[config.mk]
export PLATFORM = sky130hd
export DESIGN_NAME = hex_display
export DESIGN_NICKNAME = d
export VERILOG_FILES = /design/src/rtl/hex_display.sv
export SDC_FILE = /design/constraint.sdc
export NUM_CORES = 1
export LEC_CHECK = 0
export ABC_AREA = 0
export CAP_MARGIN = 20
export CORE_ASPECT_RATIO = 1.2
export CORE_MARGIN = 3
export CORE_UTILIZATION = 45
export CTS_CLUSTER_SIZE = 20
export DETAILED_ROUTE_END_ITERATION = 8
export HOLD_SLACK_MARGIN = 0.05
export PLACE_DENSITY_LB_ADDON = 0.2
export SLEW_MARGIN = 10
export SYNTH_ARGS = -nofsm -noshare
export SYNTH_HDL_FRONTEND = slang
export SYNTH_SLANG_ARGS = --single-unit
[constraint.sdc]
create_clock -name clk -period 11.8 [get_ports clk]
set_clock_uncertainty 0.1 [all_clocks]
set_input_delay 3.54 -clock clk [delete_from_list [all_inputs] [get_ports clk]]
set_output_delay 3.54 -clock clk [all_outputs]
set_load 0.01 [all_outputs]
[src/rtl/hex_display.sv]
// Seven-segment display controller: captures a value through a load/ready
// handshake and shows it as raw hex or as unsigned decimal.
// Decimal conversion uses a sequential double-dabble engine.
// Segment outputs are active-low: bits [6:0] = g..a, bit 7 = dp.
//
// Handshake: a request is taken on a rising edge where load && ready.
// ready is registered and is high only in IDLE. A load while busy is dropped.
module hex_display #(
    parameter int DIGITS    = 6,
    parameter int BLINK_DIV = 25_000_000
) (
    input  logic                  clk,
    input  logic                  rst,
    input  logic [4*DIGITS-1:0]   value,
    input  logic                  dec,
    input  logic                  lzb,
    input  logic [DIGITS-1:0]     dp,
    input  logic [DIGITS-1:0]     digit_en,
    input  logic [DIGITS-1:0]     blink_mask,
    input  logic                  load,
    output logic                  ready,
    output logic [8*DIGITS-1:0]   hex,
    output logic [1:0]            fsm_state
);
    localparam int W    = 4 * DIGITS;
    localparam int CW   = $clog2(W + 1);
    localparam int BW   = $clog2(BLINK_DIV);
    // Display settings packed as {ovf, lzb, dp, en, blink}.
    localparam int CFGW = 2 + 3 * DIGITS;

    localparam logic [1:0] S_IDLE   = 2'd0;
    localparam logic [1:0] S_CONV   = 2'd1;
    localparam logic [1:0] S_COMMIT = 2'd2;

    // 10^DIGITS always fits in W bits because 10^D < 16^D.
    function automatic logic [W-1:0] pow10(input int n);
        logic [W-1:0] r;
        r = W'(1);
        for (int i = 0; i < n; i++) r = r * W'(10);
        return r;
    endfunction

    localparam logic [W-1:0] DEC_LIMIT = pow10(DIGITS);

    function automatic logic [6:0] seg_glyph(input logic [3:0] d);
        logic [6:0] g;
        case (d)
            4'h0: g = 7'h40;  4'h1: g = 7'h79;  4'h2: g = 7'h24;  4'h3: g = 7'h30;
            4'h4: g = 7'h19;  4'h5: g = 7'h12;  4'h6: g = 7'h02;  4'h7: g = 7'h78;
            4'h8: g = 7'h00;  4'h9: g = 7'h10;  4'hA: g = 7'h08;  4'hB: g = 7'h03;
            4'hC: g = 7'h46;  4'hD: g = 7'h21;  4'hE: g = 7'h06;  default: g = 7'h0E;
        endcase
        return g;
    endfunction

    // Turns digit nibbles plus display settings into the full segment word.
    function automatic logic [8*DIGITS-1:0] render(input logic [W-1:0] dig,
                                                   input logic [CFGW-1:0] cfg,
                                                   input logic ph);
        logic [8*DIGITS-1:0] r;
        logic                lead;
        logic                blank;
        logic [6:0]          seg;
        logic                ovf;
        logic                z;
        logic [DIGITS-1:0]   p;
        logic [DIGITS-1:0]   e;
        logic [DIGITS-1:0]   b;
        ovf  = cfg[CFGW-1];
        z    = cfg[CFGW-2];
        p    = cfg[3*DIGITS-1:2*DIGITS];
        e    = cfg[2*DIGITS-1:DIGITS];
        b    = cfg[DIGITS-1:0];
        r    = '1;
        lead = 1'b1;
        for (int i = DIGITS - 1; i >= 0; i--) begin
            lead  = lead && (dig[4*i +: 4] == 4'd0);
            seg   = ovf ? 7'h3F : seg_glyph(dig[4*i +: 4]);
            blank = !e[i] || (b[i] && ph) || (z && !ovf && lead && (i != 0));
            r[8*i +: 8] = blank ? 8'hFF : {~p[i], seg};
        end
        return r;
    endfunction

    logic [1:0]        state_q, state_d;
    logic              ready_q, ready_d;
    logic [CW-1:0]     cnt_q, cnt_d;
    logic [W-1:0]      sh_q, sh_d;
    logic [W-1:0]      bcd_q, bcd_d;
    logic [W-1:0]      adj;
    logic [CFGW-1:0]   pend_cfg_q, pend_cfg_d;
    logic [W-1:0]      act_dig_q, act_dig_d;
    logic [CFGW-1:0]   act_cfg_q, act_cfg_d;
    logic [BW-1:0]     blink_cnt_q, blink_cnt_d;
    logic              phase_q, phase_d;
    logic [8*DIGITS-1:0] hex_q, hex_d;
    logic              accept;

    assign accept = load && ready_q;

    // FSM, capture and double-dabble datapath next-state logic.
    always_comb begin
        state_d    = state_q;
        cnt_d      = cnt_q;
        sh_d       = sh_q;
        bcd_d      = bcd_q;
        pend_cfg_d = pend_cfg_q;
        act_dig_d  = act_dig_q;
        act_cfg_d  = act_cfg_q;
        adj        = bcd_q;
        for (int i = 0; i < DIGITS; i++) begin
            if (bcd_q[4*i +: 4] >= 4'd5) adj[4*i +: 4] = bcd_q[4*i +: 4] + 4'd3;
        end
        case (state_q)
            S_IDLE: begin
                if (accept) begin
                    if (dec) begin
                        state_d    = S_CONV;
                        cnt_d      = CW'(W);
                        sh_d       = value;
                        bcd_d      = '0;
                        pend_cfg_d = {(value >= DEC_LIMIT), lzb, dp, digit_en, blink_mask};
                    end else begin
                        act_dig_d  = value;
                        act_cfg_d  = {1'b0, lzb, dp, digit_en, blink_mask};
                    end
                end
            end
            S_CONV: begin
                bcd_d = {adj[W-2:0], sh_q[W-1]};
                sh_d  = {sh_q[W-2:0], 1'b0};
                cnt_d = cnt_q - CW'(1);
                if (cnt_q == CW'(1)) state_d = S_COMMIT;
            end
            S_COMMIT: begin
                act_dig_d = bcd_q;
                act_cfg_d = pend_cfg_q;
                state_d   = S_IDLE;
            end
            default: state_d = S_IDLE;
        endcase
        ready_d = (state_d == S_IDLE);
    end

    // Free-running blink timebase; the phase flips on every wrap.
    always_comb begin
        blink_cnt_d = blink_cnt_q + BW'(1);
        phase_d     = phase_q;
        if (blink_cnt_q == BW'(BLINK_DIV - 1)) begin
            blink_cnt_d = '0;
            phase_d     = ~phase_q;
        end
    end

    // In COMMIT the finished BCD result goes straight to the output so the
    // glyphs land on the same edge the FSM returns to IDLE.
    always_comb begin
        if (state_q == S_COMMIT) hex_d = render(bcd_q, pend_cfg_q, phase_q);
        else                     hex_d = render(act_dig_q, act_cfg_q, phase_q);
    end

    // State, datapath and output registers.
    always_ff @(posedge clk or posedge rst) begin
        if (rst) begin
            state_q     <= S_IDLE;
            ready_q     <= 1'b1;
            cnt_q       <= '0;
            sh_q        <= '0;
            bcd_q       <= '0;
            pend_cfg_q  <= '0;
            act_dig_q   <= '0;
            act_cfg_q   <= '0;
            blink_cnt_q <= '0;
            phase_q     <= 1'b0;
            hex_q       <= '1;
        end else begin
            state_q     <= state_d;
            ready_q     <= ready_d;
            cnt_q       <= cnt_d;
            sh_q        <= sh_d;
            bcd_q       <= bcd_d;
            pend_cfg_q  <= pend_cfg_d;
            act_dig_q   <= act_dig_d;
            act_cfg_q   <= act_cfg_d;
            blink_cnt_q <= blink_cnt_d;
            phase_q     <= phase_d;
            hex_q       <= hex_d;
        end
    end

    assign ready     = ready_q;
    assign hex       = hex_q;
    assign fsm_state = state_q;
endmodule
## Yosys cells after proc, flatten, opt, wreduce, memory -nomap -nowiden

Memories as Yosys holds them, arrays and structs flattened.
Index checks and enable logic that the tools add are counted.
Widths: inputs -> output; s select.

| storage, ports and cells | value |
|---|---|
| memories | 12 |
| word-level logic and storage cells | 195 |
| input port bits | 47 |
| flip-flop bits (word level) | 194 |
| output and inout port bits | 51 |
| ROM bits | 1344 |

| operators by class | value |
|---|---|
| reductions and logical operators | 86 |
| mux-type cells | 51 |
| add/sub/neg operators | 8 |
| magnitude comparators | 7 |
| equal/unequal tests | 7 |
| bitwise gates (word level) | 13 |

Memories:

| name | words | bits a word | rd ports | clocked after memory_dff | write ports | line | source |
|---|---|---|---|---|---|---|---|
| (name not given) | 16 | 7 | 1 | 0 | 0 | 47 | `case (d)` |
| (name not given) | 16 | 7 | 1 | 0 | 0 | 47 |  |
| (name not given) | 16 | 7 | 1 | 0 | 0 | 47 |  |
| (name not given) | 16 | 7 | 1 | 0 | 0 | 47 |  |
| (name not given) | 16 | 7 | 1 | 0 | 0 | 47 |  |
| (name not given) | 16 | 7 | 1 | 0 | 0 | 47 |  |
| 6 more memories | - | - | - | - | - | - |  |

Operator list:

| kind | count |
|---|---|
| $mux 24 | 6 |
| $pmux 24 s2 | 3 |
| $mux 8 | 12 |
| $mux 7 | 12 |
| $mux 48 | 1 |
| $logic_not 4->1 | 10 |
| $mux 20 | 2 |
| $pmux 20 s2 | 1 |
| $logic_and 1x1->1 | 33 |
| $add 25x1->25 const B | 1 |
| $eq 25x25->1 const B | 1 |
| $mux 25 | 1 |
| $ge 24x20->1 const B | 1 |
| $ge 4x3->1 const B | 6 |
| $logic_or 1x1->1 | 22 |
| $add 4x2->4 const B | 5 |
| $mux 4 | 5 |
| $logic_not 1->1 | 14 |
| $not 1->1 | 13 |
| $mux 5 | 2 |
| $pmux 5 s2 | 1 |
| $reduce_and 3->1 | 3 |
| $mux 2 | 3 |
| $ne 2x2->1 const B | 3 |
| other kinds (9) | 11 |

## Depth between registers and ports, before layout

| depth | value |
|---|---|
| depth after elaboration | 9 |
| mapped depth | 7 |
| mapped depth without buffers | 6 |

## Worst setup path after synthesis

No wires, ideal clock.

| timing path | value |
|---|---|
| path kind | input -> register |
| start | in dec |
| end | reg act_cfg_q[19] |
| path buffers | 2 |
| stages on the path | 5 |
| required time | 11.560 ns |
| setup time | 0.140 ns |
| data arrival time | 4.661 ns |
| path slack | 6.898 ns |
| cell sequence | nand3b_1 > a21oi_1 > clkbuf_1 > clkbuf_1 > o22ai_1 |

| on the way | value |
|---|---|
| cells in the longest elaborated chain, start to end | 2 |

RTL lines:

| what | line | source |
|---|---|---|
| start, declared | 15 | `input logic dec,` |
| $ne 2x2->1 (no line) | - |  |
| $reduce_and 3->1 (no line) | - |  |
| end signal, assigned | 184 | `act_cfg_q <= act_cfg_d;` |
| end, declared | 93 | `logic [CFGW-1:0] act_cfg_q, act_cfg_d;` |

No other way between the ends.
A chain may end at the register's enable or synchronous reset.

## Worst setup path after layout

| timing path | value |
|---|---|
| start | in load |
| end | reg sh_q[11] |

| on the way | value |
|---|---|
| cells in the longest elaborated chain, start to end | 3 |

RTL lines:

| what | line | source |
|---|---|---|
| start, declared | 20 | `input logic load,` |
| $logic_and 1x1->1 | 99 | `assign accept = load && ready_q;` |
| $ne 2x2->1 (no line) | - |  |
| $reduce_and 3->1 (no line) | - |  |
| end signal, assigned | 168 | `sh_q <= '0;` |
| end signal, assigned | 180 | `sh_q <= sh_d;` |
| end, declared | 88 | `logic [W-1:0] sh_q, sh_d;` |

No other way between the ends.

==> results.sh <==
export IMPL_outcome="completed"
export IMPL_fin_nets=1453
export IMPL_finalHoldViolCount=0
export IMPL_hold_class="reg -> reg"
export IMPL_grt_max_degree=115
export IMPL_rrSetupSlack_ns=9.08
export IMPL_initial_utilization=0.463
export IMPL_gp_congestion=0.872
export IMPL_finalSetupTns_ns=0
export IMPL_cts_hold_buf=0
export IMPL_path_class="in -> reg"
export IMPL_syn_nets=1410
export IMPL_clockPowerShare=0.162
export IMPL_yosys_warnings=0
export IMPL_maxCapViolCount=0
export IMPL_synth_seq_cells=194
export IMPL_fmax_mhz=179
export IMPL_avgViaCountPerCell=5.77
export IMPL_p_per_area_mw_per_mm2=265
export IMPL_totalWireLength_um=30300
export IMPL_netlist_area_sq_mm=0.0116
export IMPL_cts_clk_slew_worst_paths_ns=0.07
export IMPL_worst_pin_slew_ns=0.916
export IMPL_vdd_drop_max_uv=132
export IMPL_avgSynthCellArea_sq_um=8.96
export IMPL_tritoncts="built"
export IMPL_cts_htree_levels=4
export IMPL_ant_nets=0
export IMPL_synth_seq_area_share=0.425
export IMPL_clock_root_buffer="clkbuf_16"
export IMPL_grt_first_pass_wirelength_um=49700
export IMPL_syn_instance_count=1291
export IMPL_dp_cells=1636
export IMPL_p_comb_frac=0.458
export IMPL_holdWs_ns=0.328
export IMPL_dieArea_sq_mm=0.0277
export IMPL_area_growth_syn_to_layout_pct=15.5
export IMPL_cts_resized=0
export IMPL_crit_path_end_kind="flip-flop"
export IMPL_p_int_mw=2.06
export IMPL_report_final_slew_viol_count=0
export IMPL_total_power_mw=3.55
export IMPL_drive_gt1_frac=0.0935
export IMPL_min_period_ns=5.58
export IMPL_vias=9641
export IMPL_p_sw_mw=1.49
export IMPL_overflow=0
export IMPL_io_pins=98
export IMPL_crit_required_ns=12.02
export IMPL_power_leakage_nw=5.87
export IMPL_post_cts_buffers=0
export IMPL_dr_pass1_iters=7
export IMPL_worstPathMaxFanout=21
export IMPL_yosysUniqueCellTypes=78
export IMPL_fin_crit_sh=0.473
export IMPL_ys_flop_type="dfrtp_1"
export IMPL_grt_pass1_vias=9204
export IMPL_rsz0062_at_grt="no"
export IMPL_synthTopCellsByArea="dfrtp_1 (31%), dfstp_2 (11%), ha_1 (7.8%)"
export IMPL_sequentialPowerShare=0.380
export IMPL_synth_top_area_cell="dfrtp_1"
export IMPL_async_reset_ff_frac=1.00
export IMPL_dpl_hpwl_um=20700
export IMPL_io_buffers=97
export IMPL_power_share_switching=0.419
export IMPL_wire_per_inst_um=18.1
export IMPL_clock_path_buffers=2
export IMPL_finalSetupViolations=0
export IMPL_post_synth_top_area_fraction=0.314
export IMPL_die_h_um=182
export IMPL_drc_errors=0
export IMPL_coreArea_sq_mm=0.0250
export IMPL_placementRows=63
export IMPL_clock_sinks=194
export IMPL_finalNonFillerCells=1672
export IMPL_synth_edf_count=0
export IMPL_die_x_um=152
export IMPL_numCtsBuffers=17
export IMPL_startpoint_type="primary input"
export IMPL_cp_arrival_ns=5.81
export IMPL_drtIter0Drc=686
export IMPL_antenna_found_initial=0
export IMPL_n_antenna_cell=0
export IMPL_grt_use_total=0.221
export IMPL_fillers=2284
export IMPL_clk_insertion_delay_late_ns=0.44
export IMPL_max_slew_margin_rel=0.390
cell usage after synthesis (all sizes together), types with 15 or more instances:
library cell,instances
a31oi,49
nor2,92
a21oi,63
a222oi,22
nor3,16
a22oi,22
nor2b,18
nand2,211
ha,72
nand2b,15
mux2i,25
nand3,26
o21ai,80
dfstp,49
dfrtp,145
inv,84
clkbuf,74
state kept, by name, summed over array words and instances, names as in the netlist, 2 cells and up:
| signal | cells |
|---|---|
| hex | 48 |
| blink_cnt_q | 25 |
| act_dig_q | 24 |
| bcd_q | 24 |
| sh_q | 24 |
| act_cfg_q | 20 |
| pend_cfg_q | 20 |
| cnt_q | 5 |
| fsm_state | 2 |
power groups by stage:
| stage | sequential, mW | clock (mW) | combinational [mW] |
|---|---|---|---|
| 6_report | 1.35 | 0.575 | 1.62 |
| 5_1_grt | 1.40 | 0.616 | 1.81 |
| 4_1_cts | 1.34 | 0.588 | 1.61 |
| 3_5_place_dp | 1.36 | 0 | 1.60 |
| 3_3_place_gp | 1.35 | 0 | 1.57 |
| 2_1_floorplan | 1.19 | 0 | 1.21 |
path summary, 6_finish.rpt:
kind	end	cells past startpoint	from
worst min register to register	hex[47]$_DFF_PP1_	1	act_cfg_q[17]$_DFFE_PP0P_
worst max register to register	hex[14]$_DFF_PP1_	6	bcd_q[16]$_DFFE_PP0P_
worst min-delay path	hex[47]$_DFF_PP1_	1	act_cfg_q[17]$_DFFE_PP0P_
min in group asynchronous	act_dig_q[2]$_DFFE_PP0P_	2	rst
max in group asynchronous	hex[39]$_DFF_PP1_	4	rst
worst max-delay path	sh_q[11]$_DFFE_PP0P_	8	load
cells by family after synthesis:
family / after synthesis / synth area share
buf+inv: 171 / 0.0573
simple gates: 442 / 0.177
fa+ha+maj: 72 / 0.0779
mux: 38 / 0.0401
flops: 194 / 0.425
xor+xnor: 25 / 0.0189
compound gates: 349 / 0.204
final cells by class:
type / count / area, sq um / share of cell area
repair buffers: 110 / 1120 / 0.0838
multi-input cells: 926 / 6010 / 0.450
flip-flops and latches: 194 / 4920 / 0.368
clock inverters: 12 / 121 / 0.00908
inverters: 85 / 327 / 0.0244
clock buffers: 20 / 457 / 0.0342
well taps: 325 / 407 / 0.0304
layer usage:
layer | vias to the layer above | share of wire | GRT usage
met2 | 277 | 0.49 | 0.372
li1 | 4669 | - | -
met5 | - | 0 | 0
met1 | 4663 | 0.44 | 0.301
met4 | 0 | 0.020 | 0.0669
met3 | 32 | 0.052 | 0.0241
metrics by stage:
step           worst slack (ns)  instance area [sq um]  utilization
6_report                   6.22                  13400        0.535
3_3_place_gp               5.42                  12700        0.508
4_1_cts                    5.81                  13300        0.531
3_5_place_dp               5.34                  12700        0.508
5_1_grt                    6.04                  13400        0.535
2_1_floorplan              2.96                  11600            -
cell usage in the layout, fill, tap and decap left out, drive strengths merged, types with 7 or more instances in the layout:
master         instances
nand2                211
dfrtp                145
clkdlybuf4s50         97
nor2                  92
inv                   89
o21ai                 80
ha                    72
a21oi                 63
a31oi                 49
dfstp                 49
nand3                 26
mux2i                 25
a22oi                 22
a222oi                22
clkbuf                20
nor2b                 18
nor3                  16
nand2b                15
xnor2                 13
buf                   13
xor2                  12
a211oi                12
a32oi                 11
o22ai                 10
o32a                  10
o22a                   9
nand4                  8
o211ai                 7
nor3b                  7
o31ai                  7
and3                   7
mux2                   7
and2                   7
or4                    7
worst max-delay path: stages:
cell             delay [ns]
clkdlybuf4s50_1        0.49
a31oi_1                0.14
nor2_2                 0.11
buf_4                  0.28
clkinv_1               0.50
buf_16                 0.35
a222oi_1               0.30
inv_1                  0.07
(Power assumes the default switching activity.)
